### src/rtl/map_mem_arbiter.sv
// Arbiter sharing the single-port map memory between the VGA tile fetcher
// (priority) and the NIOS Avalon-MM slave, with a starvation-forced slot.
module map_mem_arbiter #(
    parameter int ADDR_W       = 12,
    parameter int STARVE_LIMIT = 16
) (
    input  logic              Clk,
    input  logic              RESET,
    input  logic              VGA_REQ,
    input  logic [ADDR_W-1:0] VGA_ADDR,
    output logic [31:0]       VGA_DATA,
    output logic              VGA_VALID,
    output logic              VGA_MISS,
    input  logic              AVL_CS,
    input  logic              AVL_READ,
    input  logic              AVL_WRITE,
    input  logic [3:0]        AVL_BYTE_EN,
    input  logic [ADDR_W-1:0] AVL_ADDR,
    input  logic [31:0]       AVL_WRITEDATA,
    output logic [31:0]       AVL_READDATA,
    output logic              AVL_WAITREQUEST,
    output logic [ADDR_W-1:0] RAM_ADDR,
    output logic              RAM_WREN,
    output logic [3:0]        RAM_BYTEEN,
    output logic [31:0]       RAM_WDATA,
    input  logic [31:0]       RAM_Q
);

    typedef enum logic [1:0] {IDLE, ISSUE, RDWAIT, DONE} state_t;

    state_t            state, state_nxt;
    logic [ADDR_W-1:0] lat_addr;
    logic [3:0]        lat_be;
    logic [31:0]       lat_wdata;
    logic              lat_write;
    logic [7:0]        stall_cnt;
    logic              avl_req, force_avl, vga_grant, avl_grant;

    assign avl_req   = AVL_CS && (AVL_READ || AVL_WRITE);
    assign force_avl = (state == ISSUE) && (stall_cnt >= 8'(STARVE_LIMIT));
    assign vga_grant = VGA_REQ && !force_avl;
    assign avl_grant = (state == ISSUE) && !vga_grant;

    assign RAM_ADDR        = vga_grant ? VGA_ADDR : lat_addr;
    assign RAM_WREN        = avl_grant && lat_write && (lat_be != 4'h0);
    assign RAM_BYTEEN      = lat_write ? lat_be : 4'hF;
    assign RAM_WDATA       = lat_wdata;
    assign VGA_DATA        = RAM_Q;
    assign AVL_WAITREQUEST = avl_req && (state != DONE);

    always_ff @(posedge Clk or posedge RESET) begin
        if (RESET) begin
            state <= IDLE;
        end else begin
            state <= state_nxt;
        end
    end

    always_comb begin
        // NOTE: default first so every path assigns state_nxt and no latch is inferred.
        state_nxt = state;
        case (state)
            IDLE:    if (avl_req) state_nxt = ISSUE;
            ISSUE:   if (avl_grant) state_nxt = lat_write ? DONE : RDWAIT;
            RDWAIT:  state_nxt = DONE;
            DONE:    state_nxt = IDLE;
            default: state_nxt = IDLE;
        endcase
    end

    // Latched request, stall counter and registered responses.
    always_ff @(posedge Clk or posedge RESET) begin
        if (RESET) begin
            lat_addr     <= '0;
            lat_be       <= '0;
            lat_wdata    <= '0;
            lat_write    <= 1'b0;
            stall_cnt    <= '0;
            VGA_VALID    <= 1'b0;
            VGA_MISS     <= 1'b0;
            AVL_READDATA <= '0;
        end else begin
            // NOTE: non-blocking assignments so every register samples pre-edge values.
            VGA_VALID <= vga_grant;
            VGA_MISS  <= VGA_REQ && force_avl;
            if (state == IDLE && avl_req) begin
                lat_addr  <= AVL_ADDR;
                lat_be    <= AVL_BYTE_EN;
                lat_wdata <= AVL_WRITEDATA;
                lat_write <= AVL_WRITE;
                stall_cnt <= '0;
            end
            if (state == ISSUE && !avl_grant && stall_cnt != 8'd255) begin
                stall_cnt <= stall_cnt + 8'd1;
            end
            if (state == RDWAIT) begin
                AVL_READDATA <= RAM_Q;
            end
        end
    end

endmodule

### config.mk
export PLATFORM = sky130hd
export DESIGN_NAME = map_mem_arbiter
export DESIGN_NICKNAME = d
export VERILOG_FILES = /design/src/rtl/map_mem_arbiter.sv
export SDC_FILE = /design/constraint.sdc
export NUM_CORES = 1
export LEC_CHECK = 0
export ABC_AREA = 1
export ABC_CLOCK_PERIOD_IN_PS = 7910
export CAP_MARGIN = 5
export CORE_UTILIZATION = 43
export DETAILED_ROUTE_END_ITERATION = 7
export MAX_ROUTING_LAYER = met4
export PLACE_DENSITY = 0.87
export SYNTH_ARGS = -nofsm -noshare
export SYNTH_HDL_FRONTEND = slang
export SYNTH_SLANG_ARGS = --single-unit
### constraint.sdc
create_clock -name Clk -period 7.91 [get_ports Clk]
set_input_delay 1.582 -clock Clk [delete_from_list [all_inputs] [get_ports Clk]]
set_output_delay 1.582 -clock Clk [all_outputs]
set_load 0.01 [all_outputs]
; ---- Yosys cells after proc, flatten, opt, wreduce, memory -nomap -nowiden
; Index checks and enable logic that the tools add are counted.
[op_classes]
add_sub_neg = 1
magnitude_cmp = 1
eq_ne = 7
n_mux = 8
reduce_logical = 19
[op_table]
columns = cell, count
row1 = $mux 8, 2
row2 = $mux 12, 1
row3 = $logic_and 1x1->1, 11
row4 = $add 8x1->8 const B, 1
row5 = $ge 8x5->1 const B, 1
row6 = $ne 8x8->1 const B, 1
row7 = $pmux 2 s4, 1
row8 = $ne 2x2->1 const B, 3
row9 = $eq 2x2->1 const B, 2
row10 = $mux 2, 2
row11 = $mux 4, 1
row12 = $reduce_bool 4->1, 1
row13 = $logic_not 1->1, 3
row14 = $eq 2x1->1 const B, 1
row15 = $logic_not 2->1, 1
row16 = $reduce_and 2->1, 1
row17 = $reduce_bool 2->1, 1
row18 = $logic_or 1x1->1, 1
row19 = $mux 1, 1
[totals]
ff_bits = 93
input_bits = 98
output_inout_bits = 116
word_cells = 45

; ---- Depth between registers and ports, before layout
[depth]
word_depth = 10
ltp_mapped = 8
depth_no_buf = 7

; ---- Worst setup path after synthesis
; Ideal clock, no wire load.
[synth_timing]
path_type = input-to-output
from = input port VGA_REQ
to = output port RAM_WREN
arrival_ps = 1995
required_time_ps = 6328
slack_ps = 4333
stages = 4
path_buffers = 1
path_cell_list = nand2_4 -> inv_4 -> buf_12 -> nor2_1
[synth_between]
elab_chain_cells = 5
[synth_rtl]
columns = item, line_no
row1 = start: declaration, 9  ; input logic VGA_REQ,
row2 = $logic_and 1x1->1, 41  ; assign vga_grant = VGA_REQ && !force_avl;
row3 = net vga_grant, 37  ; logic avl_req, force_avl, vga_grant, avl_grant;
row4 = $logic_not 1->1, 42  ; assign avl_grant = (state == ISSUE) && !vga_grant;
row5 = $logic_and 1x1->1, 42
row6 = $logic_and 1x1->1 (2 in series), 45  ; assign RAM_WREN = avl_grant && lat_write && (lat_be != 4'h0);
row7 = end: declaration, 23  ; output logic RAM_WREN,
; The timed path passes the listed nets, and every way through them passes these cells.

; ---- Final worst setup path
[layout_timing]
from = input port VGA_REQ
to = output port RAM_ADDR[6]
[layout_between]
elab_chain_cells = 2
[layout_rtl]
columns = item, line_no
row1 = $logic_and 1x1->1, 41
row2 = $mux 12, 44  ; assign RAM_ADDR = vga_grant ? VGA_ADDR : lat_addr;
row3 = end: declaration, 22  ; output logic [ADDR_W-1:0] RAM_ADDR,
; No other way between the ends.

==> flow_summary.html <==
<table>
<tr><th>Metric</th><th>Value</th></tr>
<tr><th colspan="2">Run status</th></tr>
<tr><td>Status</td><td>finished, final reports clean</td></tr>
<tr><th colspan="2">Timing</th></tr>
<tr><td>Unrepaired setup endpoints after global routing</td><td>no</td></tr>
<tr><td>Pins Over Slew Limit</td><td>0</td></tr>
<tr><td>Normalized max-slew margin</td><td>0.263</td></tr>
<tr><td>Fin Setup TNS</td><td>0 ps</td></tr>
<tr><td>Clock tree skew after final layout</td><td>12.6 ps</td></tr>
<tr><td>Transition time at the pin with the least slew margin</td><td>1110 ps</td></tr>
<tr><td>Final hold violations</td><td>0</td></tr>
<tr><td>Setup violators final</td><td>0</td></tr>
<tr><td>Time the final worst path needs with I/O delays and setup</td><td>4750 ps</td></tr>
<tr><td>Fraction of the cycle the final worst path needs</td><td>0.600</td></tr>
<tr><td>Max Fclk</td><td>~0.21 GHz</td></tr>
<tr><th colspan="2">Synth</th></tr>
<tr><td>Most instantiated flip-flop cell in the synthesis netlist</td><td>sky130_fd_sc_hd__dfrtp_1</td></tr>
<tr><td>Sequential element share of the synthesized area</td><td>0.548</td></tr>
<tr><td>Fraction of post-synthesis cell area in the top cell type by area</td><td>0.548</td></tr>
<tr><td>Synthesized area divided by synthesized cell count</td><td>just under 10 µm²</td></tr>
<tr><td>Cell area after synthesis</td><td>4250 µm²</td></tr>
<tr><td>Most area-hungry cell type in the Yosys netlist</td><td>sky130_fd_sc_hd__dfrtp_1</td></tr>
<tr><td>Share of synthesized flip-flops with an asynchronous set or reset</td><td>1.00</td></tr>
<tr><td>Commonest cells post-synth</td><td>106 x sky130_fd_sc_hd__nand2_1, 93 x sky130_fd_sc_hd__dfrtp_1, 60 x sky130_fd_sc_hd__inv_1</td></tr>
<tr><td>Number of synthesized register bits</td><td>93</td></tr>
<tr><td>Synthesized instance count</td><td>433</td></tr>
<tr><td>Top post-synthesis cells by area</td><td>sky130_fd_sc_hd__dfrtp_1 55%, sky130_fd_sc_hd__nand2_1 9.4%, sky130_fd_sc_hd__mux2_2 8.0%</td></tr>
<tr><td>Yosys cell types</td><td>29</td></tr>
<tr><td>Synthesized Nets</td><td>538</td></tr>
<tr><td>Total number of yosys warnings</td><td>0</td></tr>
<tr><td>Top-count cell post-synth</td><td>sky130_fd_sc_hd__nand2_1</td></tr>
<tr><td>Number of enable-type register cells in the synthesized netlist</td><td>0</td></tr>
<tr><th colspan="2">GRT</th></tr>
<tr><td>GRT Resource Usage Total</td><td>0.206</td></tr>
<tr><td>Antenna violations before repair</td><td>0</td></tr>
<tr><td>Vias in the first global route</td><td>3,362</td></tr>
<tr><td>Maximum number of pins on one net before global-route repair</td><td>105</td></tr>
<tr><td>First-pass GRT wire length</td><td>roughly 16,000 µm</td></tr>
<tr><td>GRT Residual Overflow</td><td>0</td></tr>
<tr><th colspan="2">Setup path</th></tr>
<tr><td>Sort of element at the end of the critical path</td><td>output port</td></tr>
<tr><td>WP data arrival</td><td>around 3200 ps</td></tr>
<tr><td>Type of the worst setup path</td><td>input pin to output port</td></tr>
<tr><td>Worst Reg-to-Reg Cells</td><td>4</td></tr>
<tr><td>Required time of the critical path</td><td>6330 ps</td></tr>
<tr><td>Maximum net fanout on the critical path</td><td>14</td></tr>
<tr><td>Startpoint Class</td><td>input pin</td></tr>
<tr><th colspan="2">Detailed routing</th></tr>
<tr><td>Vias per Instance</td><td>4.58</td></tr>
<tr><td>DRC violation count after routing</td><td>0</td></tr>
<tr><td>Number of iterations in the first detailed-routing pass</td><td>4</td></tr>
<tr><td>Detailed-routed wire length on met3</td><td>910 µm</td></tr>
<tr><td>Metal1 wirelength</td><td>4090 µm</td></tr>
<tr><td>Highest layer used for signal routing</td><td>met4</td></tr>
<tr><td>Count of vias placed by the detailed router</td><td>3,400</td></tr>
<tr><td>Met2 WL post-DR</td><td>5260 µm</td></tr>
<tr><td>Routed length per instance</td><td>14.0 µm</td></tr>
<tr><td>Initial detailed-routing violation count</td><td>89</td></tr>
<tr><td>Total wirelength of the detailed-routed design</td><td>~10,000 µm</td></tr>
<tr><td>Number of antenna-violating nets in the routed design</td><td>0</td></tr>
<tr><th colspan="2">Die</th></tr>
<tr><td>Initial cell density of the core</td><td>0.451</td></tr>
<tr><td>Vertical die dimension</td><td>101 µm</td></tr>
<tr><td>Area enclosed by the die boundary</td><td>10,300 µm²</td></tr>
<tr><td>Total number of placement rows</td><td>35</td></tr>
<tr><td>Horizontal die dimension</td><td>101 µm</td></tr>
<tr><td>Ports placed on the boundary</td><td>214</td></tr>
<tr><td>Placeable core region</td><td>9420 µm²</td></tr>
<tr><th colspan="2">Flow run</th></tr>
<tr><td>Maximum capacitance violations</td><td>0</td></tr>
<tr><th colspan="2">Worst hold path</th></tr>
<tr><td>Cell count of the worst hold path</td><td>2</td></tr>
<tr><td>Worst min-delay path class</td><td>flop to flop</td></tr>
<tr><th colspan="2">Place</th></tr>
<tr><td>Final weighted congestion in routability-driven placement</td><td>~0.80</td></tr>
<tr><td>Number of I/O port buffers</td><td>213</td></tr>
<tr><td>Half-perimeter wire length after detailed placement</td><td>7820 µm</td></tr>
<tr><td>Post-Place Cells</td><td>about 730</td></tr>
<tr><th colspan="2">Power</th></tr>
<tr><td>Leakage power total</td><td>0.00303 µW</td></tr>
<tr><td>Power per cell area</td><td>328 nW/µm²</td></tr>
<tr><td>Worst supply voltage drop on vdd</td><td>0.144 mV</td></tr>
<tr><th colspan="2">Clock tree</th></tr>
<tr><td>Clk sinks</td><td>93</td></tr>
<tr><td>Longest Clk Path Bufs</td><td>2</td></tr>
<tr><td>Total CTS buffers</td><td>9</td></tr>
<tr><td>Clock slew at the register clock pins of the worst setup and hold paths</td><td>approximately 80 ps</td></tr>
<tr><td>Clock tree from TritonCTS</td><td>yes</td></tr>
<tr><td>Gates resized, CTS repair</td><td>0</td></tr>
<tr><td>CTS Root Buffer Type</td><td>sky130_fd_sc_hd__clkbuf_8</td></tr>
<tr><td>CTS H-tree depth</td><td>3</td></tr>
<tr><td>Post-CTS setup buffer count</td><td>0</td></tr>
<tr><td>Post-CTS Hold Fix Bufs</td><td>0</td></tr>
<tr><td>Clock insertion delay at the later pin of the skew report</td><td>350 ps</td></tr>
<tr><th colspan="2">Cells and area</th></tr>
<tr><td>Layout overhead on the synthesized area</td><td>50.5%</td></tr>
<tr><td>Share of cells above drive strength 1</td><td>0.0928</td></tr>
<tr><td>Number of nets in the final layout</td><td>714</td></tr>
<tr><td>Total inserted antenna cells</td><td>0</td></tr>
<tr><td>Final non-filler cell total</td><td>743</td></tr>
</table>
[power by group]
part | internal (µW) | switching [µW] | total [µW]
clock network | 188 | 163 | 352
logic | 541 | 397 | 938
registers | 685 | 124 | 809
[sequential cells by signal, summed over array words and instances, names as in the netlist]
register      count
stall_cnt         8
state             2
RAM_WDATA        32
lat_write         1
lat_addr         12
VGA_MISS          1
VGA_VALID         1
AVL_READDATA     32
lat_be            4
[cell type report]
cell class              count  area [µm²]
repair buffers            214        2140
clock buffers              11         141
clock inverters             5        82.6
well taps                 129         161
flip-flops and latches     93        2330
fillers                   725        3020
inverters                  63         241
multi-input cells         228        1300
[stage by stage]
step	cell area (µm²)	hold WS (ps)	utilization	total power [µW]	worst slack, ps
4_1_cts	6390	495	0.679	2120	3130
5_1_grt	6390	514	0.679	2240	3050
3_3_place_gp	6170	466	0.655	1720	3140
3_5_place_dp	6170	475	0.655	1760	3140
6_report	6390	487	0.679	2100	3160
2_1_floorplan	4250	453	-	1270	3910
[cell usage in the layout, fill, tap and decap left out, drive strengths merged]
cell type and instances:
mux2 32, nand2 110, ha 7, nand4 3
xor2 1, a21oi 4, clkinv 3, clkbuf 11
buf 1, o21ai 45, nor2 12, bufinv 2
dfrtp 93, inv 63, nand3b 1, xnor2 1
clkdlybuf4s50 213, nand3 12
[cells by family after synthesis]
group,after synthesis,synth area share
AOI/OAI and AO/OA,49,0.0577
buffers and inverters,112,0.148
DFF,93,0.548
adders and majority gates,7,0.0206
xor gates and xnor gates,2,0.00413
and+or+nand+nor,138,0.137
muxes,32,0.0849
[worst max-delay path: stages]
cell and delay [ps]:
sky130_fd_sc_hd__clkdlybuf4s50_1 560, sky130_fd_sc_hd__nand2_4 150, sky130_fd_sc_hd__inv_4 180, sky130_fd_sc_hd__nand2_1 70
sky130_fd_sc_hd__nand2_1 60, sky130_fd_sc_hd__clkdlybuf4s50_1 560
[metal layers]
layer,track usage,vias to the layer above
li1,-,1662
met1,0.218,1570
met2,0.366,155
met3,0.0704,13
met4,0.0557,0
met5,-,-
[path summary, 6_finish.rpt]
check | start | slack [ps] | to
worst min-delay path | lat_addr[6] | 490 | lat_addr[6]
worst max register to register | state[0] | 5720 | RAM_WDATA[11]
worst min register to register | lat_addr[6] | 490 | lat_addr[6]
min in group asynchronous | RESET | 1850 | lat_be[2]
worst max-delay path | VGA_REQ | 3160 | RAM_ADDR[6]
max in group asynchronous | RESET | 5350 | lat_addr[5]
Power figures use the tool's default switching activity.
